$ cat config.mk
export PLATFORM = sky130hd
export DESIGN_NAME = hilo_muldiv
export DESIGN_NICKNAME = d
export VERILOG_FILES = /design/src/rtl/hilo_muldiv_pkg.sv /design/src/rtl/muldiv_step.sv /design/src/rtl/hilo_muldiv.sv
export SDC_FILE = /design/constraint.sdc
export NUM_CORES = 1
export LEC_CHECK = 0
export ABC_AREA = 1
export CELL_PAD_IN_SITES_DETAIL_PLACEMENT = 1
export CELL_PAD_IN_SITES_GLOBAL_PLACEMENT = 2
export CORE_MARGIN = 10
export CORE_UTILIZATION = 32
export CTS_CLUSTER_SIZE = 8
export DETAILED_ROUTE_END_ITERATION = 7
export HOLD_SLACK_MARGIN = 0.08
export PLACE_DENSITY = 0.85
export SYNTH_ARGS = -nofsm -noshare
export SYNTH_HDL_FRONTEND = slang
export SYNTH_SLANG_ARGS = --single-unit
$ cat constraint.sdc
create_clock -name clk -period 3.4 [get_ports clk]
set_input_delay 0.51 -clock clk [delete_from_list [all_inputs] [get_ports clk]]
set_output_delay 0.51 -clock clk [all_outputs]
set_load 0.01 [all_outputs]
$ cat src/rtl/hilo_muldiv_pkg.sv
// rtl/hilo_muldiv_pkg.sv - shared opcode and FSM state types for the HI/LO multiply/divide unit
//
// Purpose : types shared by hilo_muldiv, muldiv_step and their bench.
// Contents: op_t   - operation codes driven on hilo_muldiv.op
//           state_t - iteration FSM states

package hilo_pkg;

    typedef enum logic [2:0] {
        MULT  = 3'd0,
        MULTU = 3'd1,
        DIV   = 3'd2,
        DIVU  = 3'd3,
        MTHI  = 3'd4,
        MTLO  = 3'd5
    } op_t;

    typedef enum logic [1:0] {
        IDLE = 2'd0,
        CALC = 2'd1,
        FIN  = 2'd2
    } state_t;

endpackage

$ cat src/rtl/muldiv_step.sv
// rtl/muldiv_step.sv - one radix-2 multiply (shift-add) or divide (restoring shift-subtract) iteration
//
// Purpose : purely combinational single-iteration datapath.
// Ports   : is_div  - 1 = divide step, 0 = multiply step
//           acc_in  - 2*WIDTH working register
//                     multiply: {partial product high, remaining multiplier bits}
//                     divide  : {partial remainder, remaining dividend / quotient bits}
//           opnd    - multiplicand magnitude (multiply) or divisor magnitude (divide)
//           acc_out - working register after this iteration

module muldiv_step #(
    parameter int WIDTH = 32
) (
    input  logic                   is_div,
    input  logic [2*WIDTH-1:0]     acc_in,
    input  logic [WIDTH-1:0]       opnd,
    output logic [2*WIDTH-1:0]     acc_out
);

    logic [WIDTH:0] sum;
    logic [WIDTH:0] cand;
    logic [WIDTH:0] diff;

    always_comb begin
        // Multiply: add multiplicand into the high half when the current
        // multiplier LSB is set, then shift right with the carry coming in on top.
        sum  = {1'b0, acc_in[2*WIDTH-1:WIDTH]} + (acc_in[0] ? {1'b0, opnd} : '0);
        // Divide: shift the next dividend bit into the WIDTH+1 bit partial remainder.
        cand = acc_in[2*WIDTH-1:WIDTH-1];
        diff = cand - {1'b0, opnd};

        if (!is_div) begin
            acc_out = {sum, acc_in[WIDTH-1:1]};
        end else if (cand >= {1'b0, opnd}) begin
            acc_out = {diff[WIDTH-1:0], acc_in[WIDTH-2:0], 1'b1};
        end else begin
            acc_out = {cand[WIDTH-1:0], acc_in[WIDTH-2:0], 1'b0};
        end
    end

endmodule

$ cat src/rtl/hilo_muldiv.sv
// rtl/hilo_muldiv.sv - HI/LO register pair with iterative signed/unsigned multiply/divide
//
// Purpose : HI/LO registers written by MTHI/MTLO or by a WIDTH+2 cycle
//           multiply/divide; busy/done handshake to the control FSM.
// Ports   : clk, rst_n (async, active-low)
//           start, op, a, b - request, sampled only in IDLE
//           busy            - arithmetic op in flight
//           done            - one-cycle pulse, hi/lo hold the new result
//           hi, lo          - HI and LO registers

module hilo_muldiv
    import hilo_pkg::*;
#(
    parameter int WIDTH = 32
) (
    input  logic             clk,
    input  logic             rst_n,
    input  logic             start,
    input  logic [2:0]       op,
    input  logic [WIDTH-1:0] a,
    input  logic [WIDTH-1:0] b,
    output logic             busy,
    output logic             done,
    output logic [WIDTH-1:0] hi,
    output logic [WIDTH-1:0] lo
);

    localparam int CW = $clog2(WIDTH);

    state_t             state_q,   state_d;
    logic [CW-1:0]      cnt_q,     cnt_d;
    logic [2*WIDTH-1:0] acc_q,     acc_d;
    logic [WIDTH-1:0]   opnd_q,    opnd_d;
    logic               is_div_q,  is_div_d;
    logic               neg_q,     neg_d;      // negate product / quotient
    logic               neg_rem_q, neg_rem_d;  // negate remainder (sign of a)
    logic               div0_q,    div0_d;
    logic [WIDTH-1:0]   hi_q,      hi_d;
    logic [WIDTH-1:0]   lo_q,      lo_d;
    logic               busy_q,    busy_d;
    logic               done_q,    done_d;

    logic               is_signed;
    logic               a_neg, b_neg;
    logic [WIDTH-1:0]   a_mag, b_mag;
    logic [2*WIDTH-1:0] step_out;
    logic [2*WIDTH-1:0] prod;
    logic [WIDTH-1:0]   quot, rem;

    muldiv_step #(.WIDTH(WIDTH)) u_step (
        .is_div  (is_div_q),
        .acc_in  (acc_q),
        .opnd    (opnd_q),
        .acc_out (step_out)
    );

    always_comb begin
        state_d   = state_q;
        cnt_d     = cnt_q;
        acc_d     = acc_q;
        opnd_d    = opnd_q;
        is_div_d  = is_div_q;
        neg_d     = neg_q;
        neg_rem_d = neg_rem_q;
        div0_d    = div0_q;
        hi_d      = hi_q;
        lo_d      = lo_q;
        busy_d    = busy_q;
        done_d    = 1'b0;

        // Magnitudes are WIDTH-bit unsigned, so |MIN| = 2^(WIDTH-1) fits.
        is_signed = (op == MULT) || (op == DIV);
        a_neg     = is_signed & a[WIDTH-1];
        b_neg     = is_signed & b[WIDTH-1];
        a_mag     = a_neg ? -a : a;
        b_mag     = b_neg ? -b : b;

        prod = neg_q ? -acc_q : acc_q;
        quot = acc_q[WIDTH-1:0];
        rem  = acc_q[2*WIDTH-1:WIDTH];

        case (state_q)
            IDLE: begin
                if (start) begin
                    case (op)
                        MTHI: hi_d = a;
                        MTLO: lo_d = a;
                        MULT, MULTU: begin
                            acc_d    = {{WIDTH{1'b0}}, b_mag};
                            opnd_d   = a_mag;
                            is_div_d = 1'b0;
                            neg_d    = a_neg ^ b_neg;
                            div0_d   = 1'b0;
                            cnt_d    = CW'(WIDTH - 1);
                            busy_d   = 1'b1;
                            state_d  = CALC;
                        end
                        DIV, DIVU: begin
                            acc_d     = {{WIDTH{1'b0}}, a_mag};
                            opnd_d    = b_mag;
                            is_div_d  = 1'b1;
                            neg_d     = a_neg ^ b_neg;
                            neg_rem_d = a_neg;
                            div0_d    = (b == '0);
                            cnt_d     = CW'(WIDTH - 1);
                            busy_d    = 1'b1;
                            state_d   = CALC;
                        end
                        default: ;
                    endcase
                end
            end
            CALC: begin
                acc_d = step_out;
                if (cnt_q == '0) begin
                    state_d = FIN;
                end else begin
                    cnt_d = cnt_q - 1'b1;
                end
            end
            FIN: begin
                if (!is_div_q) begin
                    {hi_d, lo_d} = prod;
                end else begin
                    // With a zero divisor the restoring loop yields all-ones
                    // quotient and |a| remainder; the quotient is never negated.
                    lo_d = (neg_q && !div0_q) ? -quot : quot;
                    hi_d = neg_rem_q ? -rem : rem;
                end
                busy_d  = 1'b0;
                done_d  = 1'b1;
                state_d = IDLE;
            end
            default: state_d = IDLE;
        endcase
    end

    always_ff @(posedge clk or negedge rst_n) begin
        if (!rst_n) begin
            state_q   <= IDLE;
            cnt_q     <= '0;
            acc_q     <= '0;
            opnd_q    <= '0;
            is_div_q  <= 1'b0;
            neg_q     <= 1'b0;
            neg_rem_q <= 1'b0;
            div0_q    <= 1'b0;
            hi_q      <= '0;
            lo_q      <= '0;
            busy_q    <= 1'b0;
            done_q    <= 1'b0;
        end else begin
            state_q   <= state_d;
            cnt_q     <= cnt_d;
            acc_q     <= acc_d;
            opnd_q    <= opnd_d;
            is_div_q  <= is_div_d;
            neg_q     <= neg_d;
            neg_rem_q <= neg_rem_d;
            div0_q    <= div0_d;
            hi_q      <= hi_d;
            lo_q      <= lo_d;
            busy_q    <= busy_d;
            done_q    <= done_d;
        end
    end

    assign busy = busy_q;
    assign done = done_q;
    assign hi   = hi_q;
    assign lo   = lo_q;

endmodule
# Word level (Yosys, flattened, before mapping)
# Cells that the tools add are included.
# op_classes
n_eq_ne,14
bitwise,3
n_mux,34
add_sub_neg,8
order_cmp,1
reduce_logical,22
# ops
op,n
32-bit 2-to-1 mux,11
64-bit 2-to-1 mux,4
64-bit one-hot mux with 2 select lines,2
32-bit one-hot mux with 2 select lines,3
32-bit negation,4
64-bit negation,1
32-bit by 32-bit adder with 33-bit output,1
33-bit by 32-bit >= comparator with 1-bit output,1
32-bit logical NOT,1
32-bit subtractor,1
3-bit AND reduction,8
5-bit 2-to-1 mux,3
5-bit one-hot mux with 2 select lines,1
"2-bit inequality test, second input constant",4
"3-bit by 2-bit equality test with 1-bit output, second input constant",2
"3-bit equality test, second input constant",2
2-bit 2-to-1 mux,3
1-bit one-hot mux with 2 select lines,3
2-bit nonzero test,3
5-bit logical NOT,1
"5-bit by 1-bit subtractor with 5-bit output, second input constant",1
"2-bit by 1-bit inequality test with 1-bit output, second input constant",2
2-bit one-hot mux with 2 select lines,1
4-bit AND reduction,1
14 further kinds,18
# word_totals
register_bits,173
input_bits,70
output_inout_bits,66

# Depth between registers and ports, before layout
# depth
depth_word,7
mapped_depth,21
mapped_depth_nobuf,19

# Cells and area by module
# A second synthesis with hierarchy kept.
# hier_totals
hier_cells,3241
area_unflattened_um2,18825.6
# by_module_without_submodules
mod,n_inst,area_per_inst_um2,cells_each,seq_area_each_um2
hilo_muldiv,1,12680.9,1968,4329.2
muldiv_step,1,6144.6,1273,0.0

# Least setup slack after synthesis
# Ideal clock, no wire load.
# synth_timing
kind,flip-flop to flip-flop
from,register acc_q[0]
to,register acc_q[59]
arrival_ns,2.484
stages_incl_launch_ff,20
required_ns,3.283
synth_period_minus_slack_ns,2.600
path_buffers,2
setup_ns,0.117
setup_slack_ns,0.800
cell_sequence,dfrtp_1 -> buf_2 -> clkbuf_1 -> nand2_1 -> inv_1 -> ha_1 -> inv_1 -> fa_1 -> o21ai_0 -> nand2_1 -> nand2_1 -> nand2_1 -> nand2_1 -> nand2_1 -> nand3_1 -> nand2_1 -> nor2_1 -> nor2_1 -> nand2_1 -> nand2_1
# synth_between
elab_chain_len,4
# synth_lines
element,line_no,source
start: declaration,hilo_muldiv.sv:32,"logic [2*WIDTH-1:0] acc_q, acc_d;"
start signal: assignment,hilo_muldiv.sv:142,acc_q <= '0;
start signal: assignment,hilo_muldiv.sv:155,acc_q <= acc_d;
32-bit 2-to-1 mux,muldiv_step.sv:27,"sum = {1'b0, acc_in[2*WIDTH-1:WIDTH]} + (acc_in[0] ? {1'b0, opnd} : '0);"
32-bit by 32-bit adder with 33-bit output,muldiv_step.sv:27,
64-bit 2-to-1 mux,muldiv_step.sv:32,if (!is_div) begin
64-bit one-hot mux with 2 select lines,hilo_muldiv.sv:82,case (state_q)
# Every way passes these cells.
# A chain may end at the register's enable or synchronous reset.

# Worst setup path after layout
# layout_timing
from,register opnd_q[29]
to,register acc_q[34]
# layout_between
elab_chain_len,4
# layout_lines
element,line_no,source
start: declaration,hilo_muldiv.sv:33,"logic [WIDTH-1:0] opnd_q, opnd_d;"
start signal: assignment,hilo_muldiv.sv:156,opnd_q <= opnd_d;
33-bit by 32-bit >= comparator with 1-bit output,muldiv_step.sv:34,"end else if (cand >= {1'b0, opnd}) begin"
64-bit 2-to-1 mux,muldiv_step.sv:34,
64-bit 2-to-1 mux,muldiv_step.sv:32,
64-bit one-hot mux with 2 select lines,hilo_muldiv.sv:82,
# Every way passes these cells.

==> metrics.yaml <==
detailed_routing:
  num_vias: 22600
  ant_nets: 0
  firstDrtPassIters: 5
  avgRoutedWirePerCell_um: 24.4
  vias_per_cell: 5.56
  remaining_drc_errors: 0
  wl_mm: 99.1
  drtIter0Drc: 1816
sta:
  fin_tns_setup_ns: 0
  rsz0062_at_grt: "false"
  setup_viol: 0
  timing.fmax_mhz: 338
  fin_ws_ns: 0.439
  hold_viol: 0
  drv_slew: 0
  fin_skew_ns: 0.0157
  fin_crit_sh_pct: 87.1
  slew-limit-headroom_pct: 46.0
  worst_pin_slew_ns: 0.810
  fin_crit_ns: 2.96
yosys:
  avgSynthCellArea_um2: 5.83
  yosys.area_share.adder_pct: 4.92
  ys_ff_latch: 173
  syn_nets: 3331
  synth_cells: 3189
  synth_warnings: 0
  synth-xor-area-share_pct: 3.20
  synth_compound_area_share_pct: 15.1
  synthMuxAreaShare_pct: 0
  synthSimpleGateAreaFrac_pct: 41.8
  yosys.cell_types.count: 52
  synth_flop_cell: "dfrtp_1"
  seq_area_frac_synth_pct: 23.3
  synthesis.area_um2: 18600
  synth-edff-count: 0
  async_reset_ff_share_pct: 100
  synth_top_family_by_area: "simple AND/OR/NAND/NOR gates"
setup_path:
  worst_ep_arrival_time_ns: 3.34
  path_class: "flip-flop to flip-flop"
  startpoint_type: "flip-flop"
  end_kind: "flip-flop"
  worst-path-max-fanout: 34
  required_ns: 3.78
place:
  pre_cts_ws_ns: 0.294
  port_buffers: 135
  gp_congestion: 0.990
  hpwl_mm: 81.8
global_route:
  grt_max_degree: 94
  overflow: 0
  grt.total_usage_pct: 28.5
  grt_pass1_wl_mm: 146
  grt_antenna_before_repair: 2
  grt_pass1_vias: 22400
cts:
  cts_tree: "yes"
  clock_sinks: 173
  cts_buffers: 17
  clk-insertion-delay-late_ns: 0.50
  ctsRootBufferMaster: "clkbuf_16"
  htree_num_levels: 4
  clk_pin_slew_ns: 0.08
  clockBufferDepth: 2
  cts_resized: 0
floorplanning:
  core.rowCount: 88
  die_area_um2: 68200
  fp.dieW_um: 261
  core_um2: 57600
  ioPinCount: 136
  start_util_pct: 32.3
  die_y_um: 261
power:
  internal_power_w: 0.00917
  combPwrFrac_pct: 71.5
  p_switching_w: 0.0137
  seq_power_share_pct: 19.6
  powerDensity_nw_per_um2: 1070
  power.share.switching_pct: 59.9
  clockPowerShare_pct: 8.9
  vdd_drop_max_mv: 0.518
  p_leak_nw: 10.5
min_path:
  hp-class: "flip-flop to flip-flop"
cells_and_area:
  syn_to_final_growth_pct: 15.4
  diodes: 0
  final_layout_size_suffix_gt1_share_pct: 5.51
  fill_cells: 7752
  final_nets: 3431
status:
  status: "finished, final reports clean"
flow_run:
  cap_violations: 0
-- sequential cells by signal, summed over array words and instances, names as in the netlist --
signal     cells
opnd_q        32
cnt_q          5
neg_rem_q      1
done           1
neg_q          1
lo            32
acc_q         64
is_div_q       1
hi            32
busy           1
state_q        2
div0_q         1
-- power groups by stage --
| stage | Combinational (W) | Sequential [W] | Clock [W] |
|---|---|---|---|
| global route | 0.0179 | 0.00456 | 0.00215 |
| floorplan | 0.0101 | 0.00396 | 0 |
| global placement | 0.0156 | 0.00443 | 0 |
| finish | 0.0163 | 0.00449 | 0.00204 |
| CTS | 0.0160 | 0.00443 | 0.00207 |
| detailed placement | 0.0160 | 0.00447 | 0 |
-- layout by cell type, fill, tap and decap left out, drive strengths merged --
cell and count:
a211o 1, a21boi 1, a21o 7, a21oi 165
a22oi 2, a31oi 36, a41oi 1, and2 2
and3 2, buf 56, clkbuf 18, clkdlybuf4s50 134
clkinv 8, clkinvlp 3, dfrtp 173, dlygate4sd3 1
fa 2, ha 70, inv 445, nand2 866
nand2b 1, nand3 357, nand3b 11, nand4 47
nor2 476, nor3 41, nor4 5, o211ai 33
o21a 3, o21ai 229, o21bai 16, o221ai 2
o22ai 8, o31ai 2, o41ai 1, or2 9
xnor2 17, xor2 51
-- layer usage --
layer	wire length, um	share of wire (%)	global-route usage, %	up-vias
li1	-	-	-	10500
met5	0	0	0	-
met2	43800	44	43.8	781
met4	3360	3.4	9.99	0
met3	6800	6.9	5.55	121
met1	45200	46	39.2	11200
-- worst paths after layout --
check	cells after the start	slack, ns	to	startpoint
max in group asynchronous	3	1.97	is_div_q$_DFFE_PN0P_	rst_n
min	2	0.49	lo[1]$_DFFE_PN0P_	lo[1]$_DFFE_PN0P_
max reg2reg	14	0.44	acc_q[34]$_DFFE_PN0P_	opnd_q[29]$_DFFE_PN0P_
min in group asynchronous	2	0.61	opnd_q[30]$_DFFE_PN0P_	rst_n
max	14	0.44	acc_q[34]$_DFFE_PN0P_	opnd_q[29]$_DFFE_PN0P_
min reg2reg	2	0.49	lo[1]$_DFFE_PN0P_	lo[1]$_DFFE_PN0P_
-- stage by stage --
step / power [W] / utilization (%) / std cells / cell area (um^2) / hold slack, ns
after global routing: 0.0246 / 37.3 / 4067 / 21500 / 0.520
after CTS: 0.0225 / 37.3 / 4067 / 21500 / 0.497
after global placement: 0.0201 / 36.3 / 4034 / 20900 / 0.464
after detailed placement: 0.0204 / 36.3 / 4034 / 20900 / 0.478
final: 0.0229 / 37.3 / 4067 / 21500 / 0.493
after floorplan: 0.0141 / - / 3189 / 18600 / 0.214
-- area by class of cell --
class,count,area (um^2),share of cell area (%)
Clock buffer,17,425,1.98
Sequential cell,173,4330,20.2
Multi-Input combinational cell,2464,12100,56.5
Inverter,441,1660,7.71
Clock inverter,15,151,0.705
Tap cell,765,957,4.46
Timing Repair Buffer,192,1820,8.49
-- cells in the mapped netlist (3+ instances only) --
cell / count / area share (%)
nand3b_1: 11 / 0.44
xor2_1: 51 / 2.4
inv_1: 419 / 8.5
clkbuf_1: 60 / 1.2
buf_6: 8 / 0.48
o21ai_0: 192 / 5.2
a31oi_1: 36 / 1.2
nor2_2: 13 / 0.44
o21ai_2: 3 / 0.14
nand2_2: 16 / 0.54
nor3_1: 36 / 0.97
nand2_1: 846 / 17
a21oi_2: 5 / 0.24
o21bai_1: 16 / 0.65
a21oi_1: 160 / 4.3
o22ai_1: 8 / 0.27
nor2_4: 9 / 0.54
a21o_1: 7 / 0.28
or2_2: 9 / 0.30
o21a_1: 3 / 0.12
clkinv_1: 4 / 0.081
dfrtp_1: 173 / 23
buf_2: 21 / 0.56
buf_1: 18 / 0.36
nor2_1: 452 / 9.1
nand3_1: 355 / 9.5
nand4_1: 47 / 1.6
o21ai_1: 33 / 0.89
nor3_2: 5 / 0.27
nand2_4: 3 / 0.18
ha_1: 70 / 4.7
xnor2_1: 17 / 0.80
nor4_1: 5 / 0.17
inv_2: 18 / 0.36
buf_4: 4 / 0.16
o211ai_1: 33 / 1.3
-- worst max-delay path, stage by stage, from the launching register on --
cell and delay (ns):
dfrtp_1 0.55, inv_1 0.24, ha_1 0.39, nand2_1 0.15, inv_1 0.11, nand3b_1 0.14, nor3_2 0.05, nand3_1 0.08
nand2_2 0.09, nor2_8 0.25, nand2_8 0.22, nor2_8 0.28, nand2_1 0.10, nand3_1 0.08, o21ai_0 0.08
-- kinds of logic (layout without fill, tap and decap cells) --
kind of cell,Yosys count,after routing
xor gates and xnor gates,68,68
AOI/OAI and AO/OA,507,507
adders and majority gates,72,72
buffers and inverters,552,665
DFF,173,173
and+or+nand+nor,1817,1817
-- what timing repair did --
item                      in CTS  in global routing
hold buffers                   1                  0
buffers inserted               0                  0
hold endpoints to repair      61                  0
(Power assumes the default switching activity.)
